--- src/rtl/command_framer.sv ---
// command_framer
//
// Host-side link controller for the phase/duty output engine. Everything runs
// in the command clock domain.
//   - Received UART bytes are assembled into 3-byte commands and issued to the
//     engine as a one-cycle strobe with the 24-bit word.
//   - A partial frame left idle for TIMEOUT_CYCLES is discarded and flagged,
//     so byte framing resynchronises after a glitch or a dropped byte.
//   - 24-bit engine replies are queued in a FIFO and sent back to the UART
//     transmitter as three bytes, most significant first.
//
// Ports
//   i_command_clk   clock, all logic on the rising edge
//   i_reset         synchronous active-high reset
//   i_rx_valid      strobe: i_rx_byte holds a new received byte
//   i_rx_byte       received byte
//   o_command       strobe: o_command_data is a freshly assembled command
//   o_command_data  {byte0, byte1, byte2}; held until the next command
//   i_reply         strobe: i_reply_data holds a reply word
//   i_reply_data    reply word from the engine
//   o_overflow      reply FIFO full (replies arriving now are dropped)
//   o_tx_valid      o_tx_byte is valid; held until accepted
//   o_tx_byte       byte to the UART transmitter
//   i_tx_ready      transmitter accepts when o_tx_valid is also high
//   o_frame_error   strobe: a partial frame was discarded on timeout

module command_framer #(
  parameter int FIFO_DEPTH     = 8,
  parameter int TIMEOUT_CYCLES = 100000
) (
  input  logic        i_command_clk,
  input  logic        i_reset,
  input  logic        i_rx_valid,
  input  logic [7:0]  i_rx_byte,
  output logic        o_command,
  output logic [23:0] o_command_data,
  input  logic        i_reply,
  input  logic [23:0] i_reply_data,
  output logic        o_overflow,
  output logic        o_tx_valid,
  output logic [7:0]  o_tx_byte,
  input  logic        i_tx_ready,
  output logic        o_frame_error
);

  localparam int AW     = (FIFO_DEPTH > 1) ? $clog2(FIFO_DEPTH) : 1;
  localparam int CW     = $clog2(FIFO_DEPTH) + 1;
  localparam int TW_REQ = $clog2(TIMEOUT_CYCLES);
  localparam int TW     = (TW_REQ > 17) ? TW_REQ : 17;

  localparam logic [TW-1:0] TO_LAST = TW'(TIMEOUT_CYCLES - 1);
  localparam logic [CW-1:0] FULL    = CW'(FIFO_DEPTH);

  typedef enum logic [1:0] {
    IDLE = 2'd0,
    B0   = 2'd1,
    B1   = 2'd2,
    B2   = 2'd3
  } state_t;

  // Byte lane presented to the transmitter for a given serialiser state.
  function automatic logic [7:0] tx_lane(input state_t st, input logic [23:0] word);
    logic [7:0] lane;
    case (st)
      B0:      lane = word[23:16];
      B1:      lane = word[15:8];
      B2:      lane = word[7:0];
      default: lane = 8'h00;
    endcase
    return lane;
  endfunction

  // ---------------------------------------------------------------------------
  // Frame assembly and inter-byte timeout
  // ---------------------------------------------------------------------------
  logic [1:0]    byte_idx;
  logic [TW-1:0] idle_cnt;
  logic [7:0]    slot0;
  logic [7:0]    slot1;

  // The first two bytes are parked here; the third goes straight into the
  // command word together with them.
  always_ff @(posedge i_command_clk) begin
    if (i_rx_valid) begin
      if (byte_idx == 2'd0) slot0 <= i_rx_byte;
      if (byte_idx == 2'd1) slot1 <= i_rx_byte;
    end
  end

  always_ff @(posedge i_command_clk) begin
    if (i_reset) begin
      byte_idx       <= 2'd0;
      idle_cnt       <= '0;
      o_command      <= 1'b0;
      o_command_data <= 24'h0;
      o_frame_error  <= 1'b0;
    end else begin
      o_command     <= 1'b0;
      o_frame_error <= 1'b0;
      if (i_rx_valid) begin
        // A byte arriving on the expiry cycle wins over the timeout.
        idle_cnt <= '0;
        case (byte_idx)
          2'd0:    byte_idx <= 2'd1;
          2'd1:    byte_idx <= 2'd2;
          default: begin
            o_command_data <= {slot0, slot1, i_rx_byte};
            o_command      <= 1'b1;
            byte_idx       <= 2'd0;
          end
        endcase
      end else if (byte_idx == 2'd0) begin
        idle_cnt <= '0;
      end else if (idle_cnt == TO_LAST) begin
        byte_idx      <= 2'd0;
        idle_cnt      <= '0;
        o_frame_error <= 1'b1;
      end else begin
        idle_cnt <= idle_cnt + TW'(1);
      end
    end
  end

  // ---------------------------------------------------------------------------
  // Reply FIFO
  // ---------------------------------------------------------------------------
  logic [23:0]   mem [FIFO_DEPTH];
  logic [AW-1:0] wr_ptr;
  logic [AW-1:0] rd_ptr;
  logic [CW-1:0] count;
  logic          push;
  logic          pop;
  state_t        state;
  state_t        state_next;

  // Fullness is judged on the registered count, so a push while full is
  // dropped even if the serialiser pops in the same cycle.
  assign push       = i_reply && (count != FULL);
  assign pop        = (state == IDLE) && (count != '0);
  assign o_overflow = (count == FULL);

  always_ff @(posedge i_command_clk) begin
    if (push) mem[wr_ptr] <= i_reply_data;
  end

  // Pointers wrap naturally because FIFO_DEPTH is a power of two.
  always_ff @(posedge i_command_clk) begin
    if (i_reset) begin
      wr_ptr <= '0;
      rd_ptr <= '0;
      count  <= '0;
    end else begin
      if (push) wr_ptr <= wr_ptr + AW'(1);
      if (pop)  rd_ptr <= rd_ptr + AW'(1);
      case ({push, pop})
        2'b10:   count <= count + CW'(1);
        2'b01:   count <= count - CW'(1);
        default: count <= count;
      endcase
    end
  end

  // ---------------------------------------------------------------------------
  // Reply serialiser
  // ---------------------------------------------------------------------------
  logic [23:0] reply_word;

  always_ff @(posedge i_command_clk) begin
    if (pop) reply_word <= mem[rd_ptr];
  end

  always_ff @(posedge i_command_clk) begin
    if (i_reset) state <= IDLE;
    else         state <= state_next;
  end

  always_comb begin
    state_next = state;
    o_tx_valid = 1'b0;
    o_tx_byte  = tx_lane(state, reply_word);
    case (state)
      IDLE: begin
        if (count != '0) state_next = B0;
      end
      B0: begin
        o_tx_valid = 1'b1;
        if (i_tx_ready) state_next = B1;
      end
      B1: begin
        o_tx_valid = 1'b1;
        if (i_tx_ready) state_next = B2;
      end
      B2: begin
        o_tx_valid = 1'b1;
        if (i_tx_ready) state_next = IDLE;
      end
      default: state_next = IDLE;
    endcase
  end

endmodule

--- config.mk ---
export PLATFORM = sky130hd
export DESIGN_NAME = command_framer
export DESIGN_NICKNAME = d
export VERILOG_FILES = /design/src/rtl/command_framer.sv
export SDC_FILE = /design/constraint.sdc
export NUM_CORES = 1
export LEC_CHECK = 0
export ABC_CLOCK_PERIOD_IN_PS = 3200
export CORE_ASPECT_RATIO = 0.8
export CORE_MARGIN = 5
export CORE_UTILIZATION = 53
export DETAILED_ROUTE_END_ITERATION = 10
export PLACE_DENSITY_LB_ADDON = 0.2
export SLEW_MARGIN = 20
export SYNTH_ARGS = -nofsm -noshare
export SYNTH_HDL_FRONTEND = slang
export SYNTH_SLANG_ARGS = --single-unit
--- constraint.sdc ---
create_clock -name i_command_clk -period 3.2 [get_ports i_command_clk]
set_input_delay 0.8 -clock i_command_clk [delete_from_list [all_inputs] [get_ports i_command_clk]]
set_output_delay 0.8 -clock i_command_clk [all_outputs]
set_load 0.02 [all_outputs]
# --- Word level (Yosys, flattened, before mapping) ---
# Memory sizes are Yosys's and may differ from the RTL's. A register that Yosys moved wholly into a read port is not among the register bits.
# Index checks and enable logic that the tools add are counted.
totals:
  regBits: 73
  ramBits: 192
  output_inout_bits: 36
  elab_cells: 66
  memories: 1
op_classes:
  n_addsub: 5
  n_eq_ne: 14
  muxes: 16
  n_bitwise: 2
  reduce_logical: 17
mem_list:
  columns: ["memory", "words", "word_bits", "rd", "rd_ports_with_merged_regs", "write_ports", "line_no", "source"]
  rows:
  - ["mem", 8, 24, 1, 1, 1, "127", "logic [23:0] mem [FIFO_DEPTH];"]
ops:
  columns: ["operator", "count"]
  rows:
  - ["$pmux W8 S3", 1]
  - ["$add A17 B1 Y17 const B", 1]
  - ["$eq A17 B17 Y1 const B", 1]
  - ["$mux W2", 7]
  - ["$ne A2 B2 Y1 const B", 4]
  - ["$pmux W2 S4", 1]
  - ["$pmux W4 S2", 1]
  - ["$reduce_and A2 Y1", 4]
  - ["$add A3 B1 Y3 const B", 2]
  - ["$eq A2 B1 Y1 const B", 3]
  - ["$eq A2 B2 Y1 const B", 3]
  - ["$reduce_or A3 Y1", 2]
  - ["$mux W1", 5]
  - ["$add A4 B1 Y4 const B", 1]
  - ["$eq A4 B4 Y1 const B", 1]
  - ["$logic_not A2 Y1", 2]
  - ["$ne A4 B4 Y1 const B", 1]
  - ["$pmux W2 S2", 1]
  - ["$reduce_and A4 Y1", 1]
  - ["$reduce_bool A2 Y1", 2]
  - ["$reduce_bool A4 Y1", 1]
  - ["$reduce_or A2 Y1", 2]
  - ["$reduce_or A4 Y1", 1]
  - ["$sub A4 B1 Y4 const B", 1]
  - ["3 further kinds", 5]

# --- Logic depth before layout (Yosys ltp) ---
depth:
  depth_word: 4
  depth_mapped: 10
  depth_no_buf: 10

# --- Worst setup path before layout ---
# Ideal clock, no wire load.
synth_path:
  path_type: "input to register"
  from: "input port i_reply"
  to: "memory mem[0][0], enable pin"
  setup_time_ps: 435
  arrival_ps: 2891
  required_time_ps: 2765
  path_slack_ps: -127
  stages: 3
  path_cell_list: "nand2_1 > or2_2 > nor3_1"
synth_via:
  elab_chain_len: 3
synth_lines:
  columns: ["element", "line_no", "source"]
  rows:
  - ["from (decl)", "37", "input logic i_reply,"]
  - ["$logic_and A1 B1 Y1", "138", "assign push = i_reply && (count != FULL);"]
  - ["$mux W1", "143", "if (push) mem[wr_ptr] <= i_reply_data;"]
  - ["$mux W1 (implied by the code)", "143", null]
  - ["to (decl)", "127", null]
# Every way passes these cells.

# --- Worst setup path after layout ---
layout_path:
  from: "register state[1]"
  to: "output port o_tx_byte[6]"
layout_via:
  elab_chain_len: 2
layout_lines:
  columns: ["element", "line_no", "source"]
  rows:
  - ["from (decl)", "133", "state_t state;"]
  - ["from (signal assigned)", "174", "else state <= state_next;"]
  - ["$eq A2 B2 Y1 or $eq A2 B1 Y1 (tied branches)", "64", "case (st)"]
  - ["$pmux W8 S3 (*)", "64", null]
  - ["to (decl)", "41", "output logic [7:0] o_tx_byte,"]
# Mark *: on every way between the ends. The rest lies on a longest branch, timed or not.

==> out/qor.yml <==
chipHeight_um: 139
synth_top_cell_by_area: "edfxtp_1"
status: "finished clean"
dpl.hpwl_mm: 12.8
antenna_cells: 0
final_cell_mix: "232 x edfxtp_1, 67 x clkdlybuf4s50_1, 61 x nand2_1, 55 x dfxtp_1, 48 x mux4_2"
initial_core_util_pct: 53.6
async_flop_share_pct: 0
slew_headroom_pct: 45.7
holdCritPathClass: "flip-flop to flip-flop"
die_w_um: 172
place_ws_ns: 0.284
synthTopCellsByArea: "edfxtp_1 63%, dfxtp_1 10%, mux4_2 9.8%"
synth-edff-count: 232
clk_latency_ns: 0.54
grt_pass1_vias: 5944
design.core.area_sq_mm: 0.0206
finalPower_mw: 9.59
antenna_found_initial: 0
setup_viol: 0
critPathMaxFanout: 9
report.final.slew_viol_count: 0
synth-seq-area-share_pct: 73.3
vdd_drop_max_v: 0.000489
rsz0062_at_grt: "false"
final_net_count: 767
drt_iter0_markers: 511
crit_arrival_ns: 2.31
period_share_pct: 97.2
fin_worst_skew_ns: 0.0112
postRouteAntennaNets: 0
final_common_cell: "edfxtp_1"
p_per_area_mw_per_mm2: 736
syn_inst: 635
r2r_slack_ns: 0.66
drive_above_1_share_pct: 20.0
synthFlopType: "edfxtp_1"
fmax_mhz: 322
avgSynthCellArea_sq_um: 17.4
worstSetupPathType: "flip-flop to output pin"
synth_seq_cells: 289
dr.pass1.iters: 5
grt_overflow: 0
drcViolationCount: 0
synth_top_area_share_pct: 62.9
numPortBuffers: 72
gp_congestion: 0.769
numClockSinks: 289
clockRootBuffer: "clkbuf_16"
grt_usage_pct: 18.5
io_pins: 73
crit_path_end_kind: "output pin"
setup_ws_ns: 0.0899
cts.clk_slew.worst_paths_ns: 0.06
hold_buffers: 0
vias: 5777
p_leak_nw: 4.24
tns_ns: 0
hold_violations: 0
cts_max_path_buffers: 3
worst_pin_slew_ns: 0.812
period_minus_slack_ns: 3.11
htreeDepth: 1
drt_wl_total_mm: 21.6
wl_per_cell_um: 21.3
synthDistinctLibCells: 46
maxCapViolCount: 0
die_area_sq_mm: 0.0239
numCtsBuffers: 28
cts_tree: "built"
num_rows: 47
cp-start-kind: "flip-flop"
avgViaCountPerCell: 5.72
required_ns: 2.40
grt_start_max_net_pins: 51
grt_pass1_wl_mm: 34.0
syn_nets: 683
syn_area_sq_mm: 0.0111
yosys_warnings: 0
syn2layout_area_growth_pct: 17.8
-- synth_stat cells (8+ instances only) --
master      n
xor2_1     11
clkbuf_1   15
a222oi_1    8
mux4_2     48
ha_1       11
dfxtp_1    57
edfxtp_1  232
nand2_1    61
xnor2_1     9
nor2_1     45
nand3_1     9
a21oi_1    29
mux2_2     15
mux2_4     10
nor3_1     10
-- where the power goes --
group	total [mW]	leakage, nW	internal [mW]	switching [mW]
Clock	3.07	0.433	1.73	1.34
Sequential	4.73	2.58	4.53	0.198
Combinational	1.79	1.22	0.874	0.917
-- sequential cells by signal (all words and copies together), names as in the netlist --
name	cells
o_command	1
o_command_data	24
state	2
idle_cnt	17
slot0	8
o_frame_error	1
rd_ptr	3
wr_ptr	3
reply_word	24
count	4
byte_idx	2
slot1	8
mem	192
-- worst max-delay path, stage by stage (launching register included) --
cell             delay, ns
dfxtp_1               0.39
inv_1                 0.11
ha_2                  0.26
a222oi_1              0.33
nor2_1                0.07
clkdlybuf4s50_1       0.61
-- repair_timing --
action / CTS / global route
setup endpoints to repair: 4 / 5
resized for setup: 2 / 6
setup buffers: 0 / 0
-- metal layers --
| layer | vias to the layer above | track usage, % | wire, um |
|---|---|---|---|
| met5 | - | 0 | 0 |
| met4 | 0 | 4.88 | 426 |
| met3 | 33 | 2.95 | 1120 |
| met2 | 151 | 29.7 | 10500 |
| met1 | 2976 | 26.7 | 9500 |
| li1 | 2617 | - | - |
-- layout make-up --
| class | instances | area (sq um) |
|---|---|---|
| Clock buffer | 38 | 790 |
| Clock inverter | 14 | 77.6 |
| Fill cell | 1458 | 7610 |
| Inverter | 6 | 22.5 |
| Multi-Input combinational cell | 308 | 2800 |
| Sequential cell | 289 | 8110 |
| Tap cell | 269 | 337 |
| Timing Repair Buffer | 86 | 901 |
-- path summary, 6_finish.rpt --
check	from	endpoint	cells past startpoint
worst max register to register	count[1]$_SDFFE_PP0P_	count[2]$_SDFFE_PP0P_	9
worst max-delay path	state[1]$_SDFFE_PP0P_	o_tx_byte[6]	5
worst min register to register	o_command_data[20]$_SDFFE_PP0P_	o_command_data[20]$_SDFFE_PP0P_	2
worst min-delay path	o_command_data[20]$_SDFFE_PP0P_	o_command_data[20]$_SDFFE_PP0P_	2
-- cell families after synthesis --
family | Yosys count | synth area share, %
fa+ha+maj | 11 | 1.24
compound gates | 48 | 2.76
simple gates | 153 | 6.40
xor+xnor | 20 | 1.58
mux | 76 | 12.9
buf+inv | 38 | 1.84
flops | 289 | 73.3
-- metrics by stage --
stage | area, sq um | hold WS, ns | util, % | std cells
final | 13000 | 0.459 | 63.2 | 1010
after global routing | 13000 | 0.487 | 63.2 | 1010
after CTS | 13000 | 0.460 | 63.1 | 1010
after detailed placement | 12100 | 0.451 | 58.9 | 958
after global placement | 12100 | 0.445 | 58.9 | 958
after floorplan | 11100 | 0.430 | - | 635
(Power assumes the default switching activity.)
